[src/rtl/level_countdown_timer.sv]
// Per-level two-digit BCD countdown: loads a start time, decrements once per TICK_DIV cycles,
// pulses timeout on reaching 00 and freezes the display on halt.
module level_countdown_timer #(
  parameter int TICK_DIV = 100_000_000
) (
  input  logic       clk,
  input  logic       reset,
  input  logic       load,
  input  logic [3:0] startTimeLEFT,
  input  logic [3:0] startTimeRIGHT,
  input  logic       halt,
  output logic [3:0] timeLEFT,
  output logic [3:0] timeRIGHT,
  output logic       running,
  output logic       tick,
  output logic       timeout
);

  localparam int PW = $clog2(TICK_DIV);
  localparam logic [PW-1:0] PRESC_MAX = PW'(TICK_DIV - 1);

  typedef enum logic [1:0] {
    ST_IDLE    = 2'd0,
    ST_RUN     = 2'd1,
    ST_EXPIRED = 2'd2
  } state_t;

  state_t          state_q, state_d;
  logic [PW-1:0]   presc_q, presc_d;
  logic [3:0]      left_q, left_d;
  logic [3:0]      right_q, right_d;
  logic            running_q, running_d;
  logic            tick_q, tick_d;
  logic            timeout_q, timeout_d;
  logic [3:0]      load_left, load_right;

  function automatic logic [3:0] clamp_bcd(input logic [3:0] digit);
    return (digit > 4'd9) ? 4'd9 : digit;
  endfunction

  assign load_left  = clamp_bcd(startTimeLEFT);
  assign load_right = clamp_bcd(startTimeRIGHT);

  always_comb begin
    state_d   = state_q;
    presc_d   = presc_q;
    left_d    = left_q;
    right_d   = right_q;
    tick_d    = 1'b0;
    timeout_d = 1'b0;

    // load overrides halt and any pending wrap in every state
    if (load) begin
      left_d  = load_left;
      right_d = load_right;
      presc_d = '0;
      state_d = (load_left == 4'd0 && load_right == 4'd0) ? ST_IDLE : ST_RUN;
    end else begin
      case (state_q)
        ST_RUN: begin
          if (halt) begin
            state_d = ST_IDLE;
            presc_d = '0;
          end else if (presc_q == PRESC_MAX) begin
            presc_d = '0;
            tick_d  = 1'b1;
            if (right_q != 4'd0) begin
              right_d = right_q - 4'd1;
            end else begin
              right_d = 4'd9;
              left_d  = left_q - 4'd1;
            end
            if (left_q == 4'd0 && right_q == 4'd1) begin
              timeout_d = 1'b1;
              state_d   = ST_EXPIRED;
            end
          end else begin
            presc_d = presc_q + 1'b1;
          end
        end
        default: presc_d = '0;
      endcase
    end

    running_d = (state_d == ST_RUN);
  end

  always_ff @(posedge clk or negedge reset) begin
    if (!reset) begin
      state_q   <= ST_IDLE;
      presc_q   <= '0;
      left_q    <= 4'd0;
      right_q   <= 4'd0;
      running_q <= 1'b0;
      tick_q    <= 1'b0;
      timeout_q <= 1'b0;
    end else begin
      state_q   <= state_d;
      presc_q   <= presc_d;
      left_q    <= left_d;
      right_q   <= right_d;
      running_q <= running_d;
      tick_q    <= tick_d;
      timeout_q <= timeout_d;
    end
  end

  assign timeLEFT  = left_q;
  assign timeRIGHT = right_q;
  assign running   = running_q;
  assign tick      = tick_q;
  assign timeout   = timeout_q;

endmodule

[config.mk]
export PLATFORM = sky130hd
export DESIGN_NAME = level_countdown_timer
export DESIGN_NICKNAME = d
export VERILOG_FILES = /design/src/rtl/level_countdown_timer.sv
export SDC_FILE = /design/constraint.sdc
export NUM_CORES = 1
export LEC_CHECK = 0
export CAP_MARGIN = 20
export CORE_UTILIZATION = 50
export DETAILED_ROUTE_END_ITERATION = 16
export DONT_BUFFER_PORTS = 1
export PLACE_DENSITY_LB_ADDON = 0.15
export SLEW_MARGIN = 5
export SYNTH_ARGS = -nofsm -noshare
export SYNTH_HDL_FRONTEND = slang
export SYNTH_SLANG_ARGS = --single-unit
export TNS_END_PERCENT = 5
[constraint.sdc]
create_clock -name clk -period 4.5 [get_ports clk]
set_input_delay 0.9 -clock clk [delete_from_list [all_inputs] [get_ports clk]]
set_output_delay 0.9 -clock clk [all_outputs]
set_load 0.005 [all_outputs]
==> reports/summary.txt, run 1 <==
=========================================================================================
Outcome                                                                      finished clean
Final hold violation count                                                              0
Setup repair after global routing missed its margin                                 false
Number of buffers added on ports                                                        0
Share of synthesized area occupied by flip-flops and latches                       44.74%
Slack of the critical path                                                       1.935 ns
Utilization after layout                                                           56.88%
Remaining antenna violation count                                                       0
Proportion of register bits with asynchronous set or reset after synthesis         100.0%
First drt pass iteration count                                                          5
Buffers from clock root to sink, at most                                                2
Vias in the first global route                                                       1718
Maximum resistive drop on vdd                                                    200.6 uV
Max-slew headroom at the worst pin                                                 42.12%
Die boundary height                                                              68.89 um
Worst R2R Start                                                              presc_q[10]$_DFF_PN0_
Worst setup EP type                                                              register
Largest net degree at the start of global routing                                      41
Leakage power of the design                                                     0.8656 nW
Synthesis-to-finish area growth                                                    5.369%
Critical R2R Capture                                                         presc_q[6]$_DFF_PN0_
Maximum clock frequency                                                         389.9 MHz
Post-DR vias/cell                                                                   6.232
Required time at the worst-slack endpoint                                         4.63 ns
Site row count                                                                         23
Largest fanout on the critical path                                                    27
Crit start category                                                              register
Power per cell area                                                          281.4 nW/um2
Post-Place Setup Slack                                                           1.946 ns
Buffers inserted by post-CTS timing repair                                              0
Number of buffers created by CTS                                                        5
Placed insts                                                                          290
Die area                                                                         4746 um2
FF-to-FF setup slack                                                              1.94 ns
Total power                                                                     0.6633 mW
Shortest period the worst path allows                                            2.565 ns
Setup Skew                                                                    0.006664 ns
Initial Utilization                                                                53.99%
Count of mapped cells out of synthesis                                                249
Resize count post-CTS                                                                   0
CTS tree                                                                             done
DPL Wire Length                                                                  3.137 mm
Main synth FF type                                                                dfrtp_1
Least-Margin Pin Slew                                                           0.8683 ns
Placeable core region                                                            4144 um2
Drt initial violations                                                                112
Chip Width                                                                       68.89 um
Total of warnings raised by yosys                                                       0
Cell area after technology mapping                                               2237 um2
Flops & latches, synth                                                                 40
Arrival time of the worst setup path                                              2.70 ns
Fraction of final layout cells sized beyond drive strength 1                       8.871%
Nets                                                                                  261
Post-DR wirelength/cell                                                          14.99 um
Post-layout instance count excluding filler cells                                     298
Mapped Nets                                                                           263
First-pass GRT wire length                                                       7.403 mm
Cell chosen for the clock root                                                   clkbuf_8
Worst-Skew Late Latency                                                           0.29 ns
HP Class                                                                         in2async
Total I/O pin count                                                                    23
Vias after detailed routing                                                          1857
Max-cap violations                                                                      0
Routability cong.                                                                  0.7543
FF-to-FF path depth                                                                     5
Start-to-end type of the worst setup path                                         reg2reg
Synth unique cells                                                                     38
Hold bufs inserted after CTS                                                            0
Leftover overflow at the end of global routing                                          0
Drt drc                                                                                 0
Inserted Diodes                                                                         0
CTS HTree Levels                                                                        2
Clock slew at the register clock pins of the worst setup and hold paths           0.08 ns
Number of pins with negative max-slew slack in the final report                         0
Number of sinks handled by clock tree synthesis                                        40
Sum of negative setup slack                                                          0 ns
Number of failing setup endpoints in the final timing report                            0
Synthesized area divided by synthesized cell count                              8.985 um2
Total length of routed wires                                                     4.468 mm
Final worst path period share                                                      56.99%
Number of flops mapped to enable cells by yosys                                         0
Number of antenna violations at the first check in global routing                       0
GR Util All Layers                                                                 21.54%
=========================================================================================
## cell usage after synthesis, drive strengths merged, types with 4 or more instances
| cell type | count | area (um2) |
|---|---|---|
| or3 | 9 | 56.30 |
| clkbuf | 4 | 15.01 |
| nor2 | 27 | 101.4 |
| nand3 | 20 | 105.1 |
| buf | 7 | 41.29 |
| a21oi | 14 | 70.07 |
| inv | 15 | 56.30 |
| nand4 | 13 | 87.58 |
| and3 | 5 | 31.28 |
| xnor2 | 11 | 96.34 |
| o21ai | 9 | 45.04 |
| nand2 | 11 | 41.29 |
| dfrtp | 40 | 1001 |
| nand3b | 4 | 30.03 |
| or4 | 12 | 102.6 |
| nor3 | 7 | 35.03 |
| o31ai | 6 | 45.04 |
| nor4 | 9 | 56.30 |
| o311ai | 5 | 43.79 |
## layout by cell type, fill, tap and decap left out, types with 3 or more instances in the layout
| master | count |
|---|---|
| inv_1 | 15 |
| o31ai_1 | 6 |
| nor2_1 | 27 |
| a21oi_1 | 14 |
| nand4_1 | 12 |
| or3_1 | 9 |
| or4_4 | 3 |
| nor4_1 | 8 |
| xnor2_1 | 11 |
| nand3b_1 | 4 |
| or4_1 | 8 |
| nand3_1 | 19 |
| nand2_1 | 11 |
| nor3_1 | 7 |
| o21ai_0 | 9 |
| o311ai_0 | 5 |
| dfrtp_1 | 40 |
| and3_1 | 5 |
| clkbuf_8 | 6 |
## metrics by stage
step	area, um2	hold slack (ns)
global route	2357	0.2781
finish	2357	0.2953
floorplan	2237	0.4729
detailed placement	2265	0.5099
global placement	2265	0.4928
CTS	2357	0.2863
## cell families (layout without fill, tap and decap cells)
| kind of cell | after synthesis | in the layout | synth area share, % |
|---|---|---|---|
| fa+ha+maj | 2 | 2 | 1.118 |
| simple gates | 125 | 125 | 31.49 |
| buf+inv | 26 | 25 | 5.033 |
| xor+xnor | 13 | 13 | 5.090 |
| compound gates | 43 | 43 | 12.53 |
| flops | 40 | 40 | 44.74 |
## registers in the layout, indices dropped and copies added (netlist names)
register,count
presc_q,27
running,1
state_q,2
tick,1
timeLEFT,4
timeRIGHT,4
timeout,1
## critical path, stage by stage (launching register included)
cell and delay [ns]:
dfrtp_1 0.43, or4_4 0.56, nor4_1 0.32, buf_4 0.24, a21o_1 0.71, nor2_1 0.15
## per-layer routing
metal / part of all wire [%] / global-route usage [%]
met1: 45 / 25.73
met4: 1.4 / 7.653
met3: 4.1 / 4.934
met2: 50 / 37.62
met5: 0 / 0
## worst max path at each step
| stage | start | endpoint | slack [ns] | depth (start not counted) |
|---|---|---|---|---|
| global placement | presc_q[10]$_DFF_PN0_ | presc_q[11]$_DFF_PN0_ | 2.02 | 5 |
| global route | presc_q[10]$_DFF_PN0_ | presc_q[6]$_DFF_PN0_ | 1.76 | 5 |
| detailed placement | presc_q[10]$_DFF_PN0_ | presc_q[6]$_DFF_PN0_ | 1.95 | 5 |
| CTS | presc_q[10]$_DFF_PN0_ | presc_q[6]$_DFF_PN0_ | 1.95 | 5 |
| floorplan | halt | timeLEFT[0]$_DFFE_PN0P_ | 2.18 | 5 |
| finish | presc_q[10]$_DFF_PN0_ | presc_q[6]$_DFF_PN0_ | 1.94 | 5 |
## where the power goes
group          switching (mW)  internal (mW)  total [mW]
clock network           0.124          0.122       0.246
registers              0.0124          0.368       0.381
logic                  0.0209         0.0159      0.0368
## area by class of cell
type,count,area (um2)
clock inverter,2,10.01
inverter,15,56.30
sequential,40,1001
fill,407,1787
clock buffer,6,82.58
timing repair buffer,2,15.01
multi-input combinational,183,1130
tap,50,62.56
Note: power is estimated with default switching activity, not from simulation.
==> run 2, diff against run 1 <==
Clock period 4.5 ns to 2.36 ns, I/O delays scaled along.
==> run 2 against run 1 <==
Net effect: the run now ends with hold timing left; maximum frequency is 17% higher; final cell count is 2.0% higher; sequential power is 91% higher; sequential share of layout area is 1.3 points lower; core utilization is 1.8 points higher; first-iteration DRC count is 11% lower; clock-buffer cell count stayed put; global-route usage is 0.49 points higher; largest power group unchanged; highest routed layer unchanged.
==> reports/summary.txt, run 2 (synthesis results as in run 1) <==
======================================================================================
Utilization after layout                                                        58.67%   was 56.88%
Cell chosen for the clock root                                                clkbuf_8   unchanged
Buffers from clock root to sink, at most                                             2   unchanged
Fraction of final layout cells sized beyond drive strength 1                    11.42%   was 8.871%
Worst setup EP type                                                           register   unchanged
Worst-Skew Late Latency                                                        0.30 ns   was 0.29 ns
Vias after detailed routing                                                       1906   was 1857
Start-to-end type of the worst setup path                                      reg2reg   unchanged
Number of sinks handled by clock tree synthesis                                     40   unchanged
First drt pass iteration count                                                       4   was 5
Leftover overflow at the end of global routing                                       0   unchanged
Area occupied by multi-input gates                                            1134 um2   was 1130 um2
Post-DR vias/cell                                                                6.270   was 6.232
Total I/O pin count                                                                 23   unchanged
Number of failing setup endpoints in the final timing report                         0   unchanged
DPL Wire Length                                                               3.294 mm   was 3.137 mm
Required time at the worst-slack endpoint                                      2.52 ns   was 4.63 ns
Site row count                                                                      23   unchanged
Highest-count cells in the layout ignoring fill and taps                  40 x dfrtp_1, 27 x nor2_1, 19 x nand3_1, 15 x inv_1, 14 x a21oi_1   unchanged
Sum of negative setup slack                                                       0 ns   unchanged
Final worst path period share                                                   92.85%   was 56.99%
Most flops, register                                                           presc_q   unchanged
GR Util All Layers                                                              22.04%   was 21.54%
Shortest period the worst path allows                                         2.191 ns   was 2.565 ns
Hold slack final                                                          -0.004646 ns   was 0.2953 ns
Nets                                                                               267   was 261
CP max-delay cell                                                                or4_4   was a21o_1
Initial Utilization                                                             53.99%   unchanged
Routability cong.                                                               0.7672   was 0.7543
Number of pins with negative max-slew slack in the final report                      0   unchanged
Number of buffers added on ports                                                     0   unchanged
Drt drc                                                                              0   unchanged
Outcome                                                                   finished, violations left   was finished clean
Leakage power of the design                                                  0.9049 nW   was 0.8656 nW
CP peak stage delay                                                            0.56 ns   was 0.71 ns
Arrival time of the worst setup path                                           2.35 ns   was 2.70 ns
Post-Place Setup Slack                                                       0.1396 ns   was 1.946 ns
Cell-by-cell trace of the critical path                                   or4_4 -> or4_4 -> o311ai_0 -> nand3_1   was or4_4 -> nor4_1 -> buf_4 -> a21o_1 -> nor2_1
Setup repair after global routing missed its margin                              false   unchanged
Placeable core region                                                         4144 um2   unchanged
Die area                                                                      4746 um2   unchanged
Number of antenna violations at the first check in global routing                    0   unchanged
Synthesis-to-finish area growth                                                 8.669%   was 5.369%
Number of buffers created by CTS                                                     5   unchanged
First-pass GRT wire length                                                    7.631 mm   was 7.403 mm
Drt initial violations                                                             100   was 112
CTS tree                                                                          done   unchanged
CTS HTree Levels                                                                     2   unchanged
Post-DR wirelength/cell                                                       15.63 um   was 14.99 um
Max-slew headroom at the worst pin                                              68.41%   was 42.12%
Filler cells                                                                       366   was 407
Largest net degree at the start of global routing                                   41   unchanged
Vias in the first global route                                                    1771   was 1718
Max-cap violations                                                                   0   unchanged
Violations in the final reports                                            hold timing
Clock slew at the register clock pins of the worst setup and hold paths        0.08 ns   about the same
Least-Margin Pin Slew                                                        0.4695 ns   was 0.8683 ns
Largest fanout on the critical path                                                  5   was 27
Buffers inserted by post-CTS timing repair                                           0   unchanged
Chip Width                                                                    68.89 um   unchanged
Dominant cell type by count on the critical path                                 or4_4
Maximum clock frequency                                                      456.4 MHz   was 389.9 MHz
Die boundary height                                                           68.89 um   unchanged
Maximum resistive drop on vdd                                                 319.9 uV   was 200.6 uV
Setup Skew                                                                  0.01126 ns   was 0.006664 ns
Final hold violation count                                                           1   was 0
HP Class                                                                      in2async   unchanged
Power per cell area                                                       531.8 nW/um2   was 281.4 nW/um2
Flip-flop count of the largest register after layout                                27   unchanged
Slack of the critical path                                                   0.1688 ns   was 1.935 ns
Register Area                                                                 1001 um2   unchanged
Total length of routed wires                                                  4.753 mm   was 4.468 mm
Commonest non-fill, non-tap cell in the layout                                 dfrtp_1   unchanged
Crit start category                                                           register   unchanged
Inserted Diodes                                                                      0   unchanged
Remaining antenna violation count                                                    0   unchanged
======================================================================================
-- run 2: per-layer routing --
metal	GRT usage (%)	up-vias	wire, um
met1	25.73	935	2131
met5	0	-	0
met4	8.418	0	70
met2	39.20	40	2329
met3	4.605	5	221
li1	-	926	-
-- run 2: per-stage QoR --
step	hold slack (ns)	area [um2]	instances	power (mW)
global placement	0.1773	2315	295	0.8148
detailed placement	0.1773	2315	295	0.8159
floorplan	0.1764	2237	249	0.7960
CTS	0.01342	2427	304	1.312
finish	-0.004646	2431	304	1.293
global route	0.01696	2431	304	1.350
-- run 2: critical path: cells and delay by family, from the launching register on --
| kind | cells | cell delay (ns) |
|---|---|---|
| AO/OA/AOI/OAI | 1 | 0.37 |
| flip-flops | 1 | 0.44 |
| AND/OR/NAND/NOR | 3 | 1.25 |
-- run 2: area by class of cell --
class	count	area share, %
multi-input cells	183	46.63
flip-flops and latches	40	41.17
inverters	15	2.316
repair buffers	8	3.500
clock inverters	2	0.4117
clock buffers	6	3.397
well taps	50	2.573
-- run 2: final timing paths --
| check | from | endpoint | slack (ns) | cells after the start |
|---|---|---|---|---|
| setup / recovery | presc_q[10]$_DFF_PN0_ | timeLEFT[2]$_DFFE_PN0P_ | 0.17 | 4 |
| hold / removal | reset | timeLEFT[3]$_DFFE_PN0P_ | -0.005 | 1 |
| setup reg to reg | presc_q[10]$_DFF_PN0_ | timeLEFT[2]$_DFFE_PN0P_ | 0.17 | 4 |
| hold reg to reg | presc_q[0]$_DFF_PN0_ | presc_q[0]$_DFF_PN0_ | 0.50 | 1 |
| max in group asynchronous | reset | presc_q[20]$_DFF_PN0_ | 2.14 | 1 |
| min in group clk | load | state_q[1]$_DFF_PN0_ | 0.23 | 1 |
-- run 2: repair_timing --
action / in CTS / in global routing
hold endpoints to repair: 40 / 0
setup endpoints to repair: 0 / 1
gates resized for setup: 0 / 1
hold buffers: 1 / 0
-- run 2: where the power goes --
group	switching (mW)	total [mW]	internal, mW
Sequential	0.0247	0.727	0.702
Clock	0.242	0.475	0.233
Combinational	0.0535	0.0911	0.0376
==> run 3, diff against run 2 <==
Settings changed: SLEW_MARGIN 5 to 20.
Clock period 2.36 ns to 2.11 ns, I/O delays scaled along.
==> run 3 against run 2 <==
Net effect: critical path type unchanged; sequential power increased by 11%; setup slack got worse by 0.14 ns; core utilization increased by 3.0 points; critical path depth unchanged; the run now ends clean; final cell count increased by 5.6%; power increased by 8.2%; register-to-register slack got worse by 0.14 ns; die area unchanged; global-route usage increased by 1.3 points; non-clock buffer count increased by 18; largest power group unchanged.
==> reports/summary.txt, run 3 (synthesis results as in run 1) <==
======================================================================================
Cell-by-cell trace of the critical path                                   or3b_2 -> or4_4 -> o31a_1 -> o31a_1   was or4_4 -> or4_4 -> o311ai_0 -> nand3_1
First-pass GRT wire length                                                    8.024 mm   was 7.631 mm
Worst-case hold path end point                                            state_q[1]$_DFF_PN0_
Total length of routed wires                                                  4.819 mm   was 4.753 mm
Post-DR vias/cell                                                                5.956   was 6.270
Die boundary height                                                           68.89 um   unchanged
FF-to-FF path depth                                                                  4   unchanged
Cell depth of the worst hold path                                                    1
Buffers from clock root to sink, at most                                             2   unchanged
Net switching power figure                                                   0.3400 mW   was 0.3200 mW
Bufs and invs on worst path                                                          0   unchanged
CP max-delay cell                                                                or4_4   unchanged
CP peak stage delay                                                            0.57 ns   was 0.56 ns
Initial Utilization                                                             53.99%   unchanged
Fraction of final layout cells sized beyond drive strength 1                    16.24%   was 11.42%
Synthesis-to-finish area growth                                                 14.26%   was 8.669%
First drt pass iteration count                                                       4   unchanged
Flip-flop count of the largest register after layout                                27   unchanged
Worst setup EP type                                                           register   unchanged
Slack of the critical path                                                  0.03119 ns   was 0.1688 ns
Number of stages on the worst setup path                                             4   unchanged
Remaining antenna violation count                                                    0   unchanged
Nets                                                                               285   was 267
Leakage power of the design                                                  0.9881 nW   was 0.9049 nW
Drt initial violations                                                              89   was 100
Die area                                                                      4746 um2   unchanged
Vias in the first global route                                                    1822   was 1771
Max-cap violations                                                                   0   unchanged
Shortest period the worst path allows                                         2.079 ns   was 2.191 ns
Largest delay contributor family on the critical path                     simple AND/OR/NAND/NOR gates   unchanged
Final hold violation count                                                           0   was 1
Dominant cell type by count on the critical path                                o31a_1   was or4_4
Sum of negative setup slack                                                       0 ns   unchanged
Clk network pwr share                                                            34.0%   was 36.8%
Vias after detailed routing                                                       1912   was 1906
HP Class                                                                        in2reg   was in2async
GR Util All Layers                                                              23.30%   was 22.04%
Post-Place Setup Slack                                                     -0.01332 ns   was 0.1396 ns
Site row count                                                                      23   unchanged
Largest net degree at the start of global routing                                   41   unchanged
Max-slew headroom at the worst pin                                              66.44%   was 68.41%
Number of failing setup endpoints in the final timing report                         0   unchanged
Leftover overflow at the end of global routing                                       0   unchanged
Total I/O pin count                                                                 23   unchanged
Arrival time of the worst setup path                                           2.26 ns   was 2.35 ns
Largest fanout on the critical path                                                  4   was 5
Least-Margin Pin Slew                                                        0.4988 ns   was 0.4695 ns
Chip Width                                                                    68.89 um   unchanged
FF-to-FF setup slack                                                           0.03 ns   was 0.17 ns
Required time at the worst-slack endpoint                                      2.29 ns   was 2.52 ns
Most flops, register                                                           presc_q   unchanged
Combinational fraction of design power                                            8.1%   was 7.0%
Start-to-end type of the worst setup path                                      reg2reg   unchanged
Worst-Skew Late Latency                                                        0.29 ns   was 0.30 ns
Critical R2R Capture                                                      timeRIGHT[0]$_DFFE_PN0P_   was timeLEFT[2]$_DFFE_PN0P_
Placeable core region                                                         4144 um2   unchanged
DPL Wire Length                                                               3.376 mm   was 3.294 mm
Source of the worst hold timing path                                              load
Internal cell power                                                           1.058 mW   was 0.9729 mW
Number of antenna violations at the first check in global routing                    0   unchanged
Power per cell area                                                       547.0 nW/um2   was 531.8 nW/um2
Outcome                                                                   finished clean   was finished, violations left
Number of sinks handled by clock tree synthesis                                     40   unchanged
Maximum resistive drop on vdd                                                 395.8 uV   was 319.9 uV
Setup repair after global routing missed its margin                               true   was false
CTS HTree Levels                                                                     2   unchanged
Final worst path period share                                                   98.52%   was 92.85%
Crit start category                                                           register   unchanged
Highest-count cells in the layout ignoring fill and taps                  40 x dfrtp_1, 27 x nor2_1, 23 x buf_4, 19 x nand3_1, 15 x inv_1   was 40 x dfrtp_1, 27 x nor2_1, 19 x nand3_1, 15 x inv_1, 14 x a21oi_1
Sequential share of power                                                        57.9%   was 56.2%
Routability cong.                                                               0.8299   was 0.7672
Number of buffers created by CTS                                                     5   unchanged
Inserted Diodes                                                                      0   unchanged
Post-DR wirelength/cell                                                       15.01 um   was 15.63 um
Number of buffers added on ports                                                     0   unchanged
Cell chosen for the clock root                                                clkbuf_8   unchanged
Setup Skew                                                                 0.006238 ns   was 0.01126 ns
Switching fraction of total power                                               24.32%   was 24.75%
Worst R2R Start                                                           presc_q[8]$_DFF_PN0_   was presc_q[10]$_DFF_PN0_
Maximum clock frequency                                                      481.0 MHz   was 456.4 MHz
Drt drc                                                                              0   unchanged
Commonest non-fill, non-tap cell in the layout                                 dfrtp_1   unchanged
Number of pins with negative max-slew slack in the final report                      0   unchanged
Clock slew at the register clock pins of the worst setup and hold paths        0.07 ns   was 0.08 ns
CTS tree                                                                          done   unchanged
======================================================================================
[run 3: changes by cell type in the layout (fill, tap and decap cells not counted)]
cell,previous run,this run
or4_2,1,0
dlygate4sd3_1,0,1
clkinv_2,2,1
buf_4,6,23
or4_4,4,5
o311ai_1,0,2
clkbuf_8,6,5
o311ai_0,5,3
clkbuf_1,0,1
[run 3: worst max-delay path by stage]
stage,slack [ns],start,end
2_1_floorplan,0.01,presc_q[0]$_DFF_PN0_,timeRIGHT[0]$_DFFE_PN0P_
3_3_place_gp,0.04,presc_q[8]$_DFF_PN0_,timeLEFT[1]$_DFFE_PN0P_
3_5_place_dp,-0.01,presc_q[0]$_DFF_PN0_,presc_q[24]$_DFF_PN0_
4_1_cts,0.0003,presc_q[0]$_DFF_PN0_,timeLEFT[1]$_DFFE_PN0P_
5_1_grt,-0.04,presc_q[10]$_DFF_PN0_,timeRIGHT[0]$_DFFE_PN0P_
6_report,0.03,presc_q[8]$_DFF_PN0_,timeRIGHT[0]$_DFFE_PN0P_
[run 3: metal layers]
layer  up-vias  routed length (um)  global-route usage, %
met3         9                 174                  4.934
met2        36                2281                  39.44
met1       900                2280                  29.09
met5         -                   0                      0
met4         0                  82                  8.418
li1        967                   -                      -
[run 3: per-stage QoR]
| stage | instances | util (%) | power [mW] | cell area [um2] | hold WS [ns] |
|---|---|---|---|---|---|
| after floorplan | 249 | - | 0.8904 | 2237 | 0.1264 |
| after global placement | 310 | 58.57 | 0.9179 | 2427 | 0.1274 |
| after detailed placement | 310 | 58.57 | 0.9175 | 2427 | 0.1273 |
| after CTS | 319 | 61.26 | 1.416 | 2539 | 0.1760 |
| after global routing | 321 | 61.68 | 1.472 | 2556 | 0.1660 |
| final | 321 | 61.68 | 1.398 | 2556 | 0.1829 |
[run 3: power groups by stage]
stage | clock network [mW] | registers (mW) | logic [mW]
2_1_floorplan | 0 | 0.820 | 0.0705
3_3_place_gp | 0 | 0.826 | 0.0920
3_5_place_dp | 0 | 0.826 | 0.0917
4_1_cts | 0.491 | 0.810 | 0.114
5_1_grt | 0.525 | 0.816 | 0.131
6_report | 0.475 | 0.810 | 0.113
[run 3: what timing repair did]
action,CTS,global route
hold buffers,2,0
pin swaps,0,1
buffers inserted,0,2
endpoints found under the setup margin,1,31
hold endpoints to repair,40,0
resized for setup,1,3
[run 3: layout make-up]
class,count,area (um2)
repair buffers,26,222.7
well taps,50,62.56
clock buffers,6,72.57
fillers,357,1588
inverters,15,56.30
clock inverters,1,5.005
flip-flops and latches,40,1001
multi-input cells,183,1136
